## src/rtl/usb_ep_pkg.sv

```systemverilog
// Shared packet encodings and controller state for the USB bulk endpoint protocol engine.
package usb_ep_pkg;

    typedef enum logic [2:0] {
        RxIdle  = 3'd0,
        RxIn    = 3'd1,
        RxOut   = 3'd2,
        RxAck   = 3'd3,
        RxError = 3'd4,
        RxDone  = 3'd5,
        RxNak   = 3'd6
    } rx_pkt_e;

    typedef enum logic [2:0] {
        TxIdle  = 3'd0,
        TxData0 = 3'd1,
        TxData1 = 3'd2,
        TxNak   = 3'd3,
        TxAck   = 3'd4,
        TxStall = 3'd5
    } tx_pkt_e;

    typedef enum logic [3:0] {
        StIdle,
        StInData,
        StInHs,
        StInNak,
        StOutData,
        StOutSkip,
        StOutAck,
        StOutDup,
        StOutNak,
        StOutErr,
        StStall
    } state_e;

endpackage

```

## src/rtl/usb_toggle_bank.sv

```systemverilog
// Per-endpoint DATA0/DATA1 toggle bits; a clear request overrides a same-cycle flip.
module usb_toggle_bank #(
    parameter int unsigned NumEp = 2
) (
    input  logic             clk_i,
    input  logic             rst_i,
    input  logic [NumEp-1:0] flip_i,
    input  logic [NumEp-1:0] clr_i,
    output logic [NumEp-1:0] toggle_o
);

    logic [NumEp-1:0] toggle_q, toggle_d;

    always_comb begin
        toggle_d = (toggle_q ^ flip_i) & ~clr_i;
    end

    always_ff @(posedge clk_i) begin
        if (rst_i) begin
            toggle_q <= '0;
        end else begin
            toggle_q <= toggle_d;
        end
    end

    assign toggle_o = toggle_q;

endmodule

```

## src/rtl/usb_ep_protocol_ctrl.sv

```systemverilog
// Bulk endpoint protocol controller: sequences IN/OUT transactions, handshakes,
// data toggles, halts and timeouts for up to eight endpoints.
module usb_ep_protocol_ctrl
    import usb_ep_pkg::*;
#(
    parameter int unsigned NUM_EP      = 2,
    parameter int unsigned MAX_PKT     = 64,
    parameter int unsigned TIMEOUT_CYC = 255,
    parameter int unsigned EPW         = (NUM_EP > 1) ? $clog2(NUM_EP) : 1,
    parameter int unsigned OW          = $clog2(MAX_PKT) + 1
) (
    input  logic              clk,
    input  logic              rst,
    input  logic [2:0]        rx_packet,
    input  logic [EPW-1:0]    rx_ep,
    input  logic              rx_data1,
    input  logic [OW-1:0]     buffer_occupancy,
    input  logic [OW-1:0]     tx_packet_data_size,
    input  logic              buffer_reserved,
    input  logic [EPW-1:0]    tx_ep,
    input  logic [NUM_EP-1:0] ep_halt,
    input  logic [NUM_EP-1:0] toggle_clr,
    output logic              rx_data_ready,
    output logic              rx_transfer_active,
    output logic              rx_error,
    output logic              tx_transfer_active,
    output logic              tx_error,
    output logic              d_mode,
    output logic              clear,
    output logic [2:0]        tx_packet,
    output logic [EPW-1:0]    active_ep,
    output logic [NUM_EP-1:0] toggle
);

    localparam int unsigned CW = $clog2(TIMEOUT_CYC + 1);

    state_e         state_q, state_d;
    logic [CW-1:0]  cnt_q, cnt_d;
    logic [EPW-1:0] active_ep_q, active_ep_d;
    logic           tx_err_q, tx_err_d;
    logic           clr_pulse_q, clr_pulse_d;
    logic           flip_en;
    logic           timeout;
    logic           rx_ep_ok;
    logic           cur_toggle;
    rx_pkt_e        rx_pkt;
    tx_pkt_e        tx_pkt;

    assign rx_pkt     = rx_pkt_e'(rx_packet);
    assign rx_ep_ok   = 32'(rx_ep) < NUM_EP;
    assign timeout    = (cnt_q == CW'(TIMEOUT_CYC));
    assign cur_toggle = toggle[active_ep_q];

    usb_toggle_bank #(
        .NumEp(NUM_EP)
    ) u_toggle_bank (
        .clk_i   (clk),
        .rst_i   (rst),
        .flip_i  (NUM_EP'(flip_en) << active_ep_q),
        .clr_i   (toggle_clr),
        .toggle_o(toggle)
    );

    always_comb begin
        state_d     = state_q;
        active_ep_d = active_ep_q;
        flip_en     = 1'b0;
        tx_err_d    = 1'b0;
        clr_pulse_d = 1'b0;
        unique case (state_q)
            StIdle: begin
                if (rx_ep_ok && rx_pkt == RxIn) begin
                    active_ep_d = rx_ep;
                    if (ep_halt[rx_ep]) begin
                        state_d = StStall;
                    end else if (buffer_reserved && tx_ep == rx_ep &&
                                 buffer_occupancy == tx_packet_data_size) begin
                        state_d = StInData;
                    end else begin
                        state_d = StInNak;
                    end
                end else if (rx_ep_ok && rx_pkt == RxOut) begin
                    active_ep_d = rx_ep;
                    state_d = (ep_halt[rx_ep] || buffer_occupancy != '0) ? StOutSkip : StOutData;
                end
            end
            StInData: state_d = StInHs;
            StInHs: begin
                if (rx_pkt == RxAck) begin
                    flip_en     = 1'b1;
                    clr_pulse_d = 1'b1;
                    state_d     = StIdle;
                end else if (rx_pkt == RxNak || timeout) begin
                    // Leave toggle and staged buffer alone so the host retry resends it.
                    tx_err_d = 1'b1;
                    state_d  = StIdle;
                end
            end
            StOutData: begin
                if (rx_pkt == RxError || 32'(buffer_occupancy) > MAX_PKT || timeout) begin
                    state_d = StOutErr;
                end else if (rx_pkt == RxDone) begin
                    state_d = (rx_data1 == cur_toggle) ? StOutAck : StOutDup;
                end
            end
            StOutSkip: begin
                if (rx_pkt == RxDone) begin
                    state_d = ep_halt[active_ep_q] ? StStall : StOutNak;
                end else if (rx_pkt == RxError || timeout) begin
                    state_d = StOutErr;
                end
            end
            StOutAck: begin
                flip_en = 1'b1;
                state_d = StIdle;
            end
            StInNak, StOutDup, StOutErr, StOutNak, StStall: state_d = StIdle;
            default: state_d = StIdle;
        endcase

        if (state_d != state_q) begin
            cnt_d = '0;
        end else begin
            cnt_d = timeout ? cnt_q : cnt_q + 1'b1;
        end
    end

    always_ff @(posedge clk) begin
        if (rst) begin
            state_q     <= StIdle;
            cnt_q       <= '0;
            active_ep_q <= '0;
            tx_err_q    <= 1'b0;
            clr_pulse_q <= 1'b0;
        end else begin
            state_q     <= state_d;
            cnt_q       <= cnt_d;
            active_ep_q <= active_ep_d;
            tx_err_q    <= tx_err_d;
            clr_pulse_q <= clr_pulse_d;
        end
    end

    always_comb begin
        rx_data_ready      = 1'b0;
        rx_transfer_active = 1'b0;
        rx_error           = 1'b0;
        tx_transfer_active = 1'b0;
        d_mode             = 1'b0;
        clear              = clr_pulse_q;
        tx_pkt             = TxIdle;
        unique case (state_q)
            StIdle:    tx_transfer_active = buffer_reserved;
            StInData: begin
                tx_pkt             = cur_toggle ? TxData1 : TxData0;
                tx_transfer_active = 1'b1;
            end
            StInHs:    tx_transfer_active = 1'b1;
            StInNak:   tx_pkt = TxNak;
            StOutData: begin
                rx_transfer_active = 1'b1;
                d_mode             = 1'b1;
            end
            StOutSkip: begin
                clear  = 1'b1;
                d_mode = 1'b1;
            end
            StOutAck: begin
                tx_pkt        = TxAck;
                rx_data_ready = 1'b1;
            end
            StOutDup: begin
                tx_pkt = TxAck;
                clear  = 1'b1;
            end
            StOutErr: begin
                rx_error = 1'b1;
                clear    = 1'b1;
            end
            StOutNak: begin
                tx_pkt   = TxNak;
                rx_error = 1'b1;
            end
            StStall:   tx_pkt = TxStall;
            default:   tx_pkt = TxIdle;
        endcase
    end

    assign tx_packet = tx_pkt;
    assign tx_error  = tx_err_q;
    assign active_ep = active_ep_q;

endmodule

```

## config.mk

```make
export PLATFORM = sky130hd
export DESIGN_NAME = usb_ep_protocol_ctrl
export DESIGN_NICKNAME = d
export VERILOG_FILES = /design/src/rtl/usb_ep_pkg.sv /design/src/rtl/usb_toggle_bank.sv /design/src/rtl/usb_ep_protocol_ctrl.sv
export SDC_FILE = /design/constraint.sdc
export NUM_CORES = 1
export LEC_CHECK = 0
export ABC_CLOCK_PERIOD_IN_PS = 2390
export BUFFER_PORTS_ARGS = -buffer_cell sky130_fd_sc_hd__buf_2
export CAP_MARGIN = 10
export CORE_MARGIN = 10
export CORE_UTILIZATION = 51
export CTS_CLUSTER_SIZE = 40
export DETAILED_ROUTE_END_ITERATION = 8
export PLACE_DENSITY = 0.78
export SYNTH_ARGS = -nofsm -noshare
export SYNTH_HDL_FRONTEND = slang
export SYNTH_SLANG_ARGS = --single-unit
```

## constraint.sdc

```tcl
create_clock -name clk -period 2.39 [get_ports clk]
set_input_delay 0.239 -clock clk [delete_from_list [all_inputs] [get_ports clk]]
set_output_delay 0.239 -clock clk [all_outputs]
set_load 0.005 [all_outputs]
```

==> results of run 1 <==
report_power, final:
part	total (µW)	switching [µW]	internal [µW]
sequential	316	19.3	297
combinational	227	119	108
clock	163	100	62.4
layer usage:
layer / wire [µm] / track usage
met1: 1591 / 0.1709
met2: 1831 / 0.2433
met3: 254 / 0.03905
met4: 34 / 0.03871
met5: 0 / 0
sequential cells by signal, indices dropped and copies added, names as in the netlist:
signal,cells
active_ep,1
clr_pulse_q,1
cnt_q,8
state_q,4
tx_error,1
u_toggle_bank.toggle_o,2
layout by cell type (no fill, tap or decap), drive strengths merged, types with 4 or more instances in the layout:
master	instances
buf	43
nor2	18
dfxtp	17
a21oi	14
xnor2	13
nand2	10
nor3	10
nor2b	7
nand2b	6
xor2	5
nand3	4
nor4	4
through the flow:
step | hold slack (ns) | cell area [µm²] | utilization | setup WS [ns] | instances
6_report | 0.07897 | 1565 | 0.6318 | 0.1762 | 233
5_1_grt | 0.09171 | 1565 | 0.6318 | 0.02249 | 233
4_1_cts | 0.08012 | 1564 | 0.6313 | 0.1403 | 233
3_5_place_dp | 0.4035 | 1536 | 0.6202 | 0.1833 | 229
3_3_place_gp | 0.4007 | 1536 | 0.6202 | 0.2257 | 229
2_1_floorplan | 0.3158 | 1325 | - | 0.3080 | 166
worst paths after layout:
path	endpoint	cells past startpoint	start	slack, ns
worst max-delay path	cnt_q[1]	7	cnt_q[0]	0.18
worst min-delay path	u_toggle_bank.toggle_o[1]	2	toggle_clr[1]	0.08
worst max register to register	cnt_q[1]	7	cnt_q[0]	0.18
worst min register to register	cnt_q[1]	2	cnt_q[1]	0.48
critical path: stages, from the launching register on:
cell and delay, ns:
dfxtp_1 0.35, ha_1 0.22, and3_1 0.26, and2_4 0.19, or4_1 0.48, a32oi_2 0.29
nand4_4 0.20, a21oi_1 0.16
final cells by class:
| cell class | instances | area [µm²] | area share |
|---|---|---|---|
| Timing Repair Buffer | 43 | 225.2 | 0.1439 |
| Sequential cell | 17 | 341.6 | 0.2182 |
| Tap cell | 30 | 37.54 | 0.02398 |
| Multi-Input combinational cell | 136 | 922.1 | 0.5891 |
| Inverter | 3 | 11.26 | 0.007194 |
| Clock inverter | 1 | 5.005 | 0.003197 |
| Clock buffer | 3 | 22.52 | 0.01439 |
kinds of logic after synthesis:
logic type,Yosys count
adder cells (fa/ha/maj),1
AND/OR/NAND/NOR,79
flip-flops,17
buffers and inverters,13
XOR/XNOR,18
AO/OA/AOI/OAI,34
multiplexers,4
==> impl_summary.log, run 1 <==
INFO  metric unrepaired_setup_endpoints_after_global_routing = no
INFO  metric placement_rows = 18
INFO  metric critPathLaunchType = flip-flop
INFO  metric fmax = 451.7 MHz
INFO  metric netlist_top_cells_area = dfxtp_1 (26%), xnor2_1 (8.6%), a21oi_1 (5.3%)
INFO  metric grt_first_pass_wirelength = 6058 µm
INFO  metric dieArea = 5037 µm²
INFO  metric cts_buffers = 3
INFO  metric track_usage = 0.1428
INFO  metric synth_xor_xnor_area_share = 0.1190
INFO  metric final_min_period_over_clock_period = 0.9263
INFO  metric wl_per_cell = 15.93 µm
INFO  metric vdd_drop_max = 0.3117 mV
INFO  metric arrival_time_at_the_worst_endpoint = 2.45 ns
INFO  metric grt_overflow_total = 0
INFO  metric fillCellCount = 240
INFO  metric power = 705.8 µW
INFO  metric place_congestion = 0.8653
INFO  metric pwr_per_cell_area = 450.9 nW/µm²
INFO  metric synth.distinct_cells = 49
INFO  metric cts_htree_levels = 1
INFO  metric cap_viol_max_count = 0
INFO  metric starting_density = 0.5348
INFO  metric post_cts_sizing_count = 0
INFO  metric drt_first_pass_iters = 4
INFO  metric synth-seq-cells = 17
INFO  metric post_synthesis_cell_count = 166
INFO  metric area_delta_synth_final = 18.13%
INFO  metric timing.final.setup_violations = 0
INFO  metric post_synth_and_or_nand_nor_area_fraction = 0.3598
INFO  metric cts_num_sinks = 17
INFO  metric critPathRequiredTime = 2.63 ns
INFO  metric netlist_top_cells_count = nor2_1 (18), dfxtp_1 (17), a21oi_1 (14), xnor2_1 (13), nand2_1 (10)
INFO  metric timing.max_slew.rel_slack = 0.6655
INFO  metric postCtsSetupBuffers = 0
INFO  metric yosys.area_share.adder = 0.009443
INFO  metric grt_antenna_before_repair = 0
INFO  metric worst_setup_path_end_kind = flip-flop
INFO  metric grt_pass1_vias = 1293
INFO  metric detailroute.via_count = 1346
INFO  metric synth_nets = 194
INFO  metric pin_count_of_the_biggest_net_entering_global_routing = 14
INFO  metric yosys-mux-area-fraction = 0.03116
INFO  metric synthesis.yosys.warnings = 0
INFO  metric final.setup_skew = 0.0007558 ns
INFO  metric nets = 232
INFO  metric clk_pin_slew_worst_paths = 0.11 ns
INFO  metric synth.top_cell.area_share = 0.2568
INFO  metric drtAntennaViolNets = 0
INFO  metric cell_with_the_most_instances_after_synthesis = nor2_1
INFO  metric dieWidth = 70.97 µm
INFO  metric postRouteWirelength = 3711 µm
INFO  metric drive_above_1_share = 0.3054
INFO  metric run_status = finished clean
INFO  metric worst-setup-path-type = reg2reg
INFO  metric timing.final.max_slew_violations = 0
INFO  metric path_max_fanout = 8
INFO  metric post-synth-top-area-cell = dfxtp_1
INFO  metric die_height = 70.97 µm
INFO  metric hpwl_dp = 2962 µm
INFO  metric synth_enable_flop_cells = 0
INFO  metric synth_seq_area_share = 0.2568
INFO  metric worstMarginPinSlew = 0.4947 ns
INFO  metric final_period_minus_worst_setup_slack = 2.214 ns
INFO  metric synth-main-ff-cell = dfxtp_1
INFO  metric hold_buffers = 0
INFO  metric mean_instance_size_in_the_synthesized_netlist = 7.982 µm²
INFO  metric hp-class = in2reg
INFO  metric numPortBuffers = 39
INFO  metric synth_compound_gate_area_share = 0.1766
INFO  metric setup-tns-final = 0 ns
INFO  metric finalHoldViolCount = 0
INFO  metric top_level_ports = 40
INFO  metric core_area = 2477 µm²
INFO  metric cts.path.max_buffers = 2
INFO  metric tritoncts = yes
INFO  metric drc_errors = 0
INFO  metric asyncSetResetFlopFracSynth = 0
INFO  metric drt_iter0_drc = 121
INFO  metric worst_skew_pair.late_latency = 0.30 ns
INFO  metric post_synth_instance_area = 1325 µm²
INFO  metric diode_count = 0
INFO  metric post_drt_via_cell_ratio = 5.777
INFO  metric power.leakage = 0.0006539 µW
INFO  metric synth_top_family_by_area = simple AND/OR/NAND/NOR gates
INFO  metric cts_root_buffer = clkbuf_4
No activity file was read; power rests on OpenSTA's default activity.
==> inputs of run 2 (changes only) <==
- SYNTH_HIERARCHICAL: not set -> 1
==> run 2 against run 1 <==
First-iteration DRC count shrank 25%. Core utilization grew 0.78 points. Synthesized cell count shrank 1.8%. Critical endpoint is now cnt_q[2].
==> impl_summary.log, run 2 <==
INFO  metric grt_antenna_before_repair = 0
INFO  metric post-synth-top-area-cell = dfxtp_1
INFO  metric worst_setup_path_end_kind = flip-flop
INFO  metric cts_buffers = 3
INFO  metric grt_first_pass_wirelength = 6444 µm
INFO  metric r2r-start = state_q[2]
INFO  metric timing.max_slew.rel_slack = 0.5233
INFO  metric setup.worst_path.end = cnt_q[2]
INFO  metric post_dp_cell_area = 1534 µm²
INFO  metric hp-class = in2reg
INFO  metric pwr_per_cell_area = 432.2 nW/µm²
INFO  metric worst_skew_pair.late_latency = 0.30 ns
INFO  metric arrival_time_at_the_worst_endpoint = 2.36 ns
INFO  metric power.net_switching = 232.1 µW
INFO  metric worstMarginPinSlew = 0.7143 ns
INFO  metric setup-tns-final = 0 ns
INFO  metric seq_power_share = 0.465
INFO  metric drt_iter0_drc = 91
INFO  metric cts_root_buffer = clkbuf_4
INFO  metric postRouteWirelength = 3899 µm
INFO  metric cellInternalPower = 446.6 µW
INFO  metric largest_register_ffs = 8
INFO  metric vdd_drop_max = 0.3573 mV
INFO  metric starting_density = 0.5341
INFO  metric run_status = finished clean
INFO  metric clk_pin_slew_worst_paths = 0.11 ns
INFO  metric dieArea = 4999 µm²
INFO  metric grt_pass1_vias = 1427
INFO  metric synth.top_cell.area_share = 0.2595
INFO  metric detailroute.via_count = 1412
INFO  metric synth-main-ff-cell = dfxtp_1
INFO  metric cell_with_the_most_instances_after_synthesis = dfxtp_1
INFO  metric mean_instance_size_in_the_synthesized_netlist = 8.045 µm²
INFO  metric most-common-layout-cells = buf_2 (39), dfxtp_1 (17), xnor2_1 (15), nor2_1 (14), o21ai_0 (11)
INFO  metric netlist_top_cells_count = dfxtp_1 (17), xnor2_1 (15), nor2_1 (14), o21ai_0 (11)
INFO  metric netlist_top_cells_area = dfxtp_1 (26%), xnor2_1 (10%), nor4_1 (4.8%)
INFO  metric synth.distinct_cells = 49
INFO  metric cap_viol_max_count = 0
INFO  metric synth_seq_area_share = 0.2595
INFO  metric final_period_minus_worst_setup_slack = 2.193 ns
INFO  metric cts_num_sinks = 17
INFO  metric timing.final.setup_violations = 0
INFO  metric path_max_fanout = 15
INFO  metric worst_r2r_endpoint = cnt_q[2]
INFO  metric dieWidth = 70.71 µm
INFO  metric drc_errors = 0
INFO  metric final_core_utilization = 0.6397
INFO  metric critPathRequiredTime = 2.55 ns
INFO  metric die_height = 70.71 µm
INFO  metric power.leakage = 0.0006213 µW
INFO  metric post_drt_via_cell_ratio = 6.086
INFO  metric track_usage = 0.1495
INFO  metric most_frequent_standard_cell_in_the_layout_excluding_fill_and_tap_cells = buf_2
INFO  metric timing.final.max_slew_violations = 0
INFO  metric share_comb_of_total_power = 0.294
INFO  metric drive_above_1_share = 0.2772
INFO  metric worst_path_largest_cell_delay = 0.63 ns
INFO  metric timing.critical_path.slowest_stage_cell = dfxtp_1
INFO  metric cts_htree_levels = 1
INFO  metric placement_rows = 18
INFO  metric synth-seq-cells = 17
INFO  metric min_delay_path_depth = 2
INFO  metric finish.instance_area = 1570 µm²
INFO  metric fmax = 456.0 MHz
INFO  metric area_delta_synth_final = 19.75%
INFO  metric drtAntennaViolNets = 0
INFO  metric diode_count = 0
INFO  metric hpwl_dp = 3133 µm
INFO  metric wl_per_cell = 16.81 µm
INFO  metric path_cells = and2b_1 -> nand2_1 -> or4_4 -> a21oi_4 -> nor4_1
INFO  metric worst-setup-path-type = reg2reg
INFO  metric synth_enable_flop_cells = 0
INFO  metric post_synth_instance_area = 1311 µm²
INFO  metric top_level_ports = 40
INFO  metric final_min_period_over_clock_period = 0.9176
INFO  metric postCtsSetupBuffers = 0
INFO  metric netSwitchingFraction = 0.3419
INFO  metric finalHoldViolCount = 0
INFO  metric tritoncts = yes
INFO  metric final.setup_skew = 0.003121 ns
INFO  metric numPortBuffers = 39
INFO  metric post_synthesis_cell_count = 163
INFO  metric pin_count_of_the_biggest_net_entering_global_routing = 16
INFO  metric place_congestion = 0.8939
INFO  metric grt_overflow_total = 0
INFO  metric synthesis.yosys.warnings = 6
INFO  metric core_area = 2455 µm²
INFO  metric drt_first_pass_iters = 4
INFO  metric synth_nets = 191
INFO  metric unrepaired_setup_endpoints_after_global_routing = no
INFO  metric critical_path.startpoint = state_q[2]
INFO  metric nets = 231
INFO  metric worst-r2r-cell-count = 5
INFO  metric largest_register = cnt_q
INFO  metric asyncSetResetFlopFracSynth = 0
INFO  metric rrSetupSlack = 0.20 ns
INFO  metric critPathLaunchType = flip-flop
INFO  metric clock_power_share = 0.241
INFO  metric timing.hold.ws = 0.08437 ns
INFO  metric cts.path.max_buffers = 2
[run 2: changes by cell type in the layout (fill, tap and decap cells not counted), moves of 3 or more]
cell / delta
nor2b_1: -5
o22ai_1: +4
nor4_1: +7
nand2_1: -3
nor2_1: -4
o21bai_1: -3
o21ai_0: +8
a21oi_1: -7
xor2_1: -3
[run 2: how the worst min path moves through the flow]
stage,slack (ns),from,endpoint
final,0.08,toggle_clr[0],u_toggle_bank/toggle_o[0]
after global routing,0.07,toggle_clr[0],u_toggle_bank/toggle_o[0]
after CTS,0.08,toggle_clr[0],u_toggle_bank/toggle_o[0]
after detailed placement,0.41,toggle_clr[0],u_toggle_bank/toggle_o[0]
after global placement,0.40,toggle_clr[1],u_toggle_bank/toggle_o[1]
after floorplan,0.32,toggle_clr[0],u_toggle_bank/toggle_o[0]
[run 2: what timing repair did]
action / 4_1_cts / 5_1_grt
setup endpoints to repair: 0 / 3
hold buffers: 0 / 0
gates resized for setup: 0 / 1
[run 2: power groups by stage]
stage,Clock (µW),Combinational (µW),Sequential (µW)
2_1_floorplan,0,137,311
6_report,163,199,316
3_5_place_dp,0,198,321
4_1_cts,165,198,315
5_1_grt,183,219,318
3_3_place_gp,0,191,320
[run 2: cells by family (layout without fill, tap and decap cells)]
family,Yosys count,count (layout),share of synthesized area
DFF,17,17,0.2595
xor gates and xnor gates,17,17,0.1136
buffers and inverters,12,51,0.03912
and+or+nand+nor,66,66,0.2939
AOI/OAI and AO/OA,43,43,0.2281
muxes,7,7,0.05630
adders and majority gates,1,1,0.009540
[run 2: per-layer routing]
metal | vias up | global-route usage | share of wire
met5 | - | 0 | 0
met4 | 0 | 0.05161 | 0.017
met3 | 9 | 0.03487 | 0.064
met2 | 46 | 0.2710 | 0.53
met1 | 662 | 0.1652 | 0.39
li1 | 695 | - | -
[run 2: worst max-delay path, delay by kind of cell (launching register included)]
family	cells	cell delay, ns
AND/OR/NAND/NOR	4	1.15
flip-flops	1	0.63
AO/OA/AOI/OAI	1	0.27
[run 2: final cells by class]
type	instances	area, µm²
clock buffer	3	22.52
timing repair buffer	42	217.7
tap	30	37.54
multi-input combinational	134	928.4
inverter	5	18.77
fill	235	884.6
clock inverter	1	5.005
sequential	17	340.3
[run 2: per-stage QoR]
stage               cells  power, µW  setup slack, ns
floorplan             163      448.0           0.5763
global placement      228      510.9           0.3673
detailed placement    228      518.7           0.2572
CTS                   232      677.5           0.2484
global route          232      720.2          0.01051
finish                232      678.7           0.1970
==> inputs of run 3 (changes only) <==
- CORE_MARGIN: 10 -> 2
==> run 3 against run 2 <==
Clock-buffer cell count is 1 higher. Cell count is the same. Fmax up 3.7%. Critical endpoint is now cnt_q[1]. Largest cell class unchanged.
==> impl_summary.log, run 3 (synthesis gave the netlist of run 2 again) <==
INFO  metric critical_path.n_buffers_inverters = 0
INFO  metric timing.final.setup_violations = 0
INFO  metric rrSetupSlack = 0.28 ns
INFO  metric vdd_drop_max = 0.3398 mV
INFO  metric diode_count = 0
INFO  metric pin_count_of_the_biggest_net_entering_global_routing = 16
INFO  metric dieWidth = 54.71 µm
INFO  metric tritoncts = yes
INFO  metric starting_density = 0.5341
INFO  metric timing.critical_path.slowest_stage_cell = dfxtp_1
INFO  metric critPathLaunchType = flip-flop
INFO  metric largest_register = cnt_q
INFO  metric timing.max_slew.rel_slack = 0.5322
INFO  metric r2r-start = state_q[2]
INFO  metric final_min_period_over_clock_period = 0.8848
INFO  metric clk_pin_slew_worst_paths = 0.10 ns
INFO  metric timing.final.max_slew_violations = 0
INFO  metric detailroute.via_count = 1389
INFO  metric worst-setup-path-type = reg2reg
INFO  metric post_drt_via_cell_ratio = 5.987
INFO  metric final.setup_skew = 0.01094 ns
INFO  metric postCtsSetupBuffers = 0
INFO  metric cts_num_sinks = 17
INFO  metric hp-class = in2reg
INFO  metric worst_skew_pair.late_latency = 0.30 ns
INFO  metric drt_iter0_drc = 39
INFO  metric hold_buffers = 0
INFO  metric cts.path.max_buffers = 2
INFO  metric cts_buffers = 3
INFO  metric met3_length = 191 µm
INFO  metric power = 670.1 µW
INFO  metric run_status = finished clean
INFO  metric core_area = 2455 µm²
INFO  metric most_frequent_standard_cell_in_the_layout_excluding_fill_and_tap_cells = buf_2
INFO  metric place_congestion = 0.8463
INFO  metric route.top_layer_used = met4
INFO  metric drc_errors = 0
INFO  metric critPathRequiredTime = 2.54 ns
INFO  metric setup.worst_path.end = cnt_q[1]
INFO  metric critical_path_depth = 5
INFO  metric critical_path.startpoint = state_q[2]
INFO  metric cts_root_buffer = clkbuf_4
INFO  metric grt_first_pass_wirelength = 5975 µm
INFO  metric worst_r2r_endpoint = cnt_q[1]
INFO  metric numPortBuffers = 39
INFO  metric wl_per_cell = 15.26 µm
INFO  metric grt_pass1_vias = 1346
INFO  metric path_cells = and2b_1 -> nand2_1 -> or4_4 -> a21oi_4 -> nor4_1
INFO  metric drive_above_1_share = 0.2723
INFO  metric grt_overflow_total = 0
INFO  metric finalHoldViolCount = 0
INFO  metric fillCellCount = 230
INFO  metric worst_setup_path_end_kind = flip-flop
INFO  metric track_usage = 0.2778
INFO  metric placement_rows = 18
INFO  metric post_cts_sizing_count = 0
INFO  metric worst_path_largest_cell_delay = 0.61 ns
INFO  metric final_core_utilization = 0.6356
INFO  metric arrival_time_at_the_worst_endpoint = 2.26 ns
INFO  metric drtAntennaViolNets = 0
INFO  metric area_delta_synth_final = 18.99%
INFO  metric cap_viol_max_count = 0
INFO  metric top_level_ports = 40
INFO  metric met2_length = 1762 µm
INFO  metric power.leakage = 0.0006177 µW
INFO  metric postRouteWirelength = 3541 µm
INFO  metric grt_antenna_before_repair = 0
INFO  metric drt_first_pass_iters = 4
INFO  metric nets = 231
INFO  metric fmax = 472.9 MHz
INFO  metric most-common-layout-cells = buf_2 (39), dfxtp_1 (17), xnor2_1 (15), nor2_1 (14), o21ai_0 (11)
INFO  metric worstMarginPinSlew = 0.7009 ns
INFO  metric cpLargestDelayFamily = simple AND/OR/NAND/NOR gates
INFO  metric wl_met1 = 1515 µm
INFO  metric worst-r2r-cell-count = 5
INFO  metric die_height = 54.71 µm
INFO  metric dieArea = 2993 µm²
INFO  metric setup-tns-final = 0 ns
INFO  metric hpwl_dp = 2799 µm
INFO  metric cts_htree_levels = 1
INFO  metric final_period_minus_worst_setup_slack = 2.115 ns
INFO  metric largest_register_ffs = 8
INFO  metric path_max_fanout = 15
INFO  metric unrepaired_setup_endpoints_after_global_routing = no
INFO  metric pwr_per_cell_area = 429.5 nW/µm²
[run 3: changes by cell type in the layout (fill, tap and decap cells not counted)]
cell and delta:
clkbuf_1 +1, clkinv_2 -1, o31ai_4 -1, o31ai_2 +1
[run 3: metrics by stage]
| stage | instance area, µm² | worst slack [ns] | hold slack [ns] | cells |
|---|---|---|---|---|
| CTS | 1560 | 0.2828 | 0.08696 | 232 |
| finish | 1560 | 0.2754 | 0.09037 | 232 |
| floorplan | 1311 | 0.5763 | 0.3156 | 163 |
| detailed placement | 1534 | 0.3094 | 0.4073 | 228 |
| global placement | 1534 | 0.3659 | 0.4016 | 228 |
| global route | 1560 | 0.03668 | 0.07477 | 232 |
[run 3: cell type report]
class	instances	area, µm²	share of cell area
clock buffers	4	26.28	0.01684
inverters	5	18.77	0.01203
multi-input cells	134	919.6	0.5894
flip-flops and latches	17	340.3	0.2181
well taps	30	37.54	0.02406
repair buffers	42	217.7	0.1395
[run 3: how the worst min path moves through the flow]
stage,endpoint,startpoint,depth (start not counted),slack (ns)
finish,u_toggle_bank/toggle_o[0],toggle_clr[0],2,0.09
global route,u_toggle_bank/toggle_o[0],toggle_clr[0],2,0.07
CTS,u_toggle_bank/toggle_o[0],toggle_clr[0],2,0.09
detailed placement,u_toggle_bank/toggle_o[0],toggle_clr[0],2,0.41
global placement,u_toggle_bank/toggle_o[0],toggle_clr[0],2,0.40
floorplan,u_toggle_bank/toggle_o[0],toggle_clr[0],1,0.32
[run 3: worst register-to-register path, delay by kind of cell (launching register included)]
family	cells	cell delay, ns
compound gates	1	0.27
flops	1	0.61
simple gates	4	1.10
[run 3: layer usage]
| metal | GRT usage | vias up |
|---|---|---|
| met5 | 0 | - |
| met4 | 0.1167 | 0 |
| met3 | 0.05464 | 8 |
| met2 | 0.4802 | 56 |
| met1 | 0.3300 | 628 |
| li1 | - | 697 |
[run 3: power by group]
group	switching [µW]	internal [µW]
Combinational	111	89.0
Clock	90.5	65.0
Sequential	19.5	294
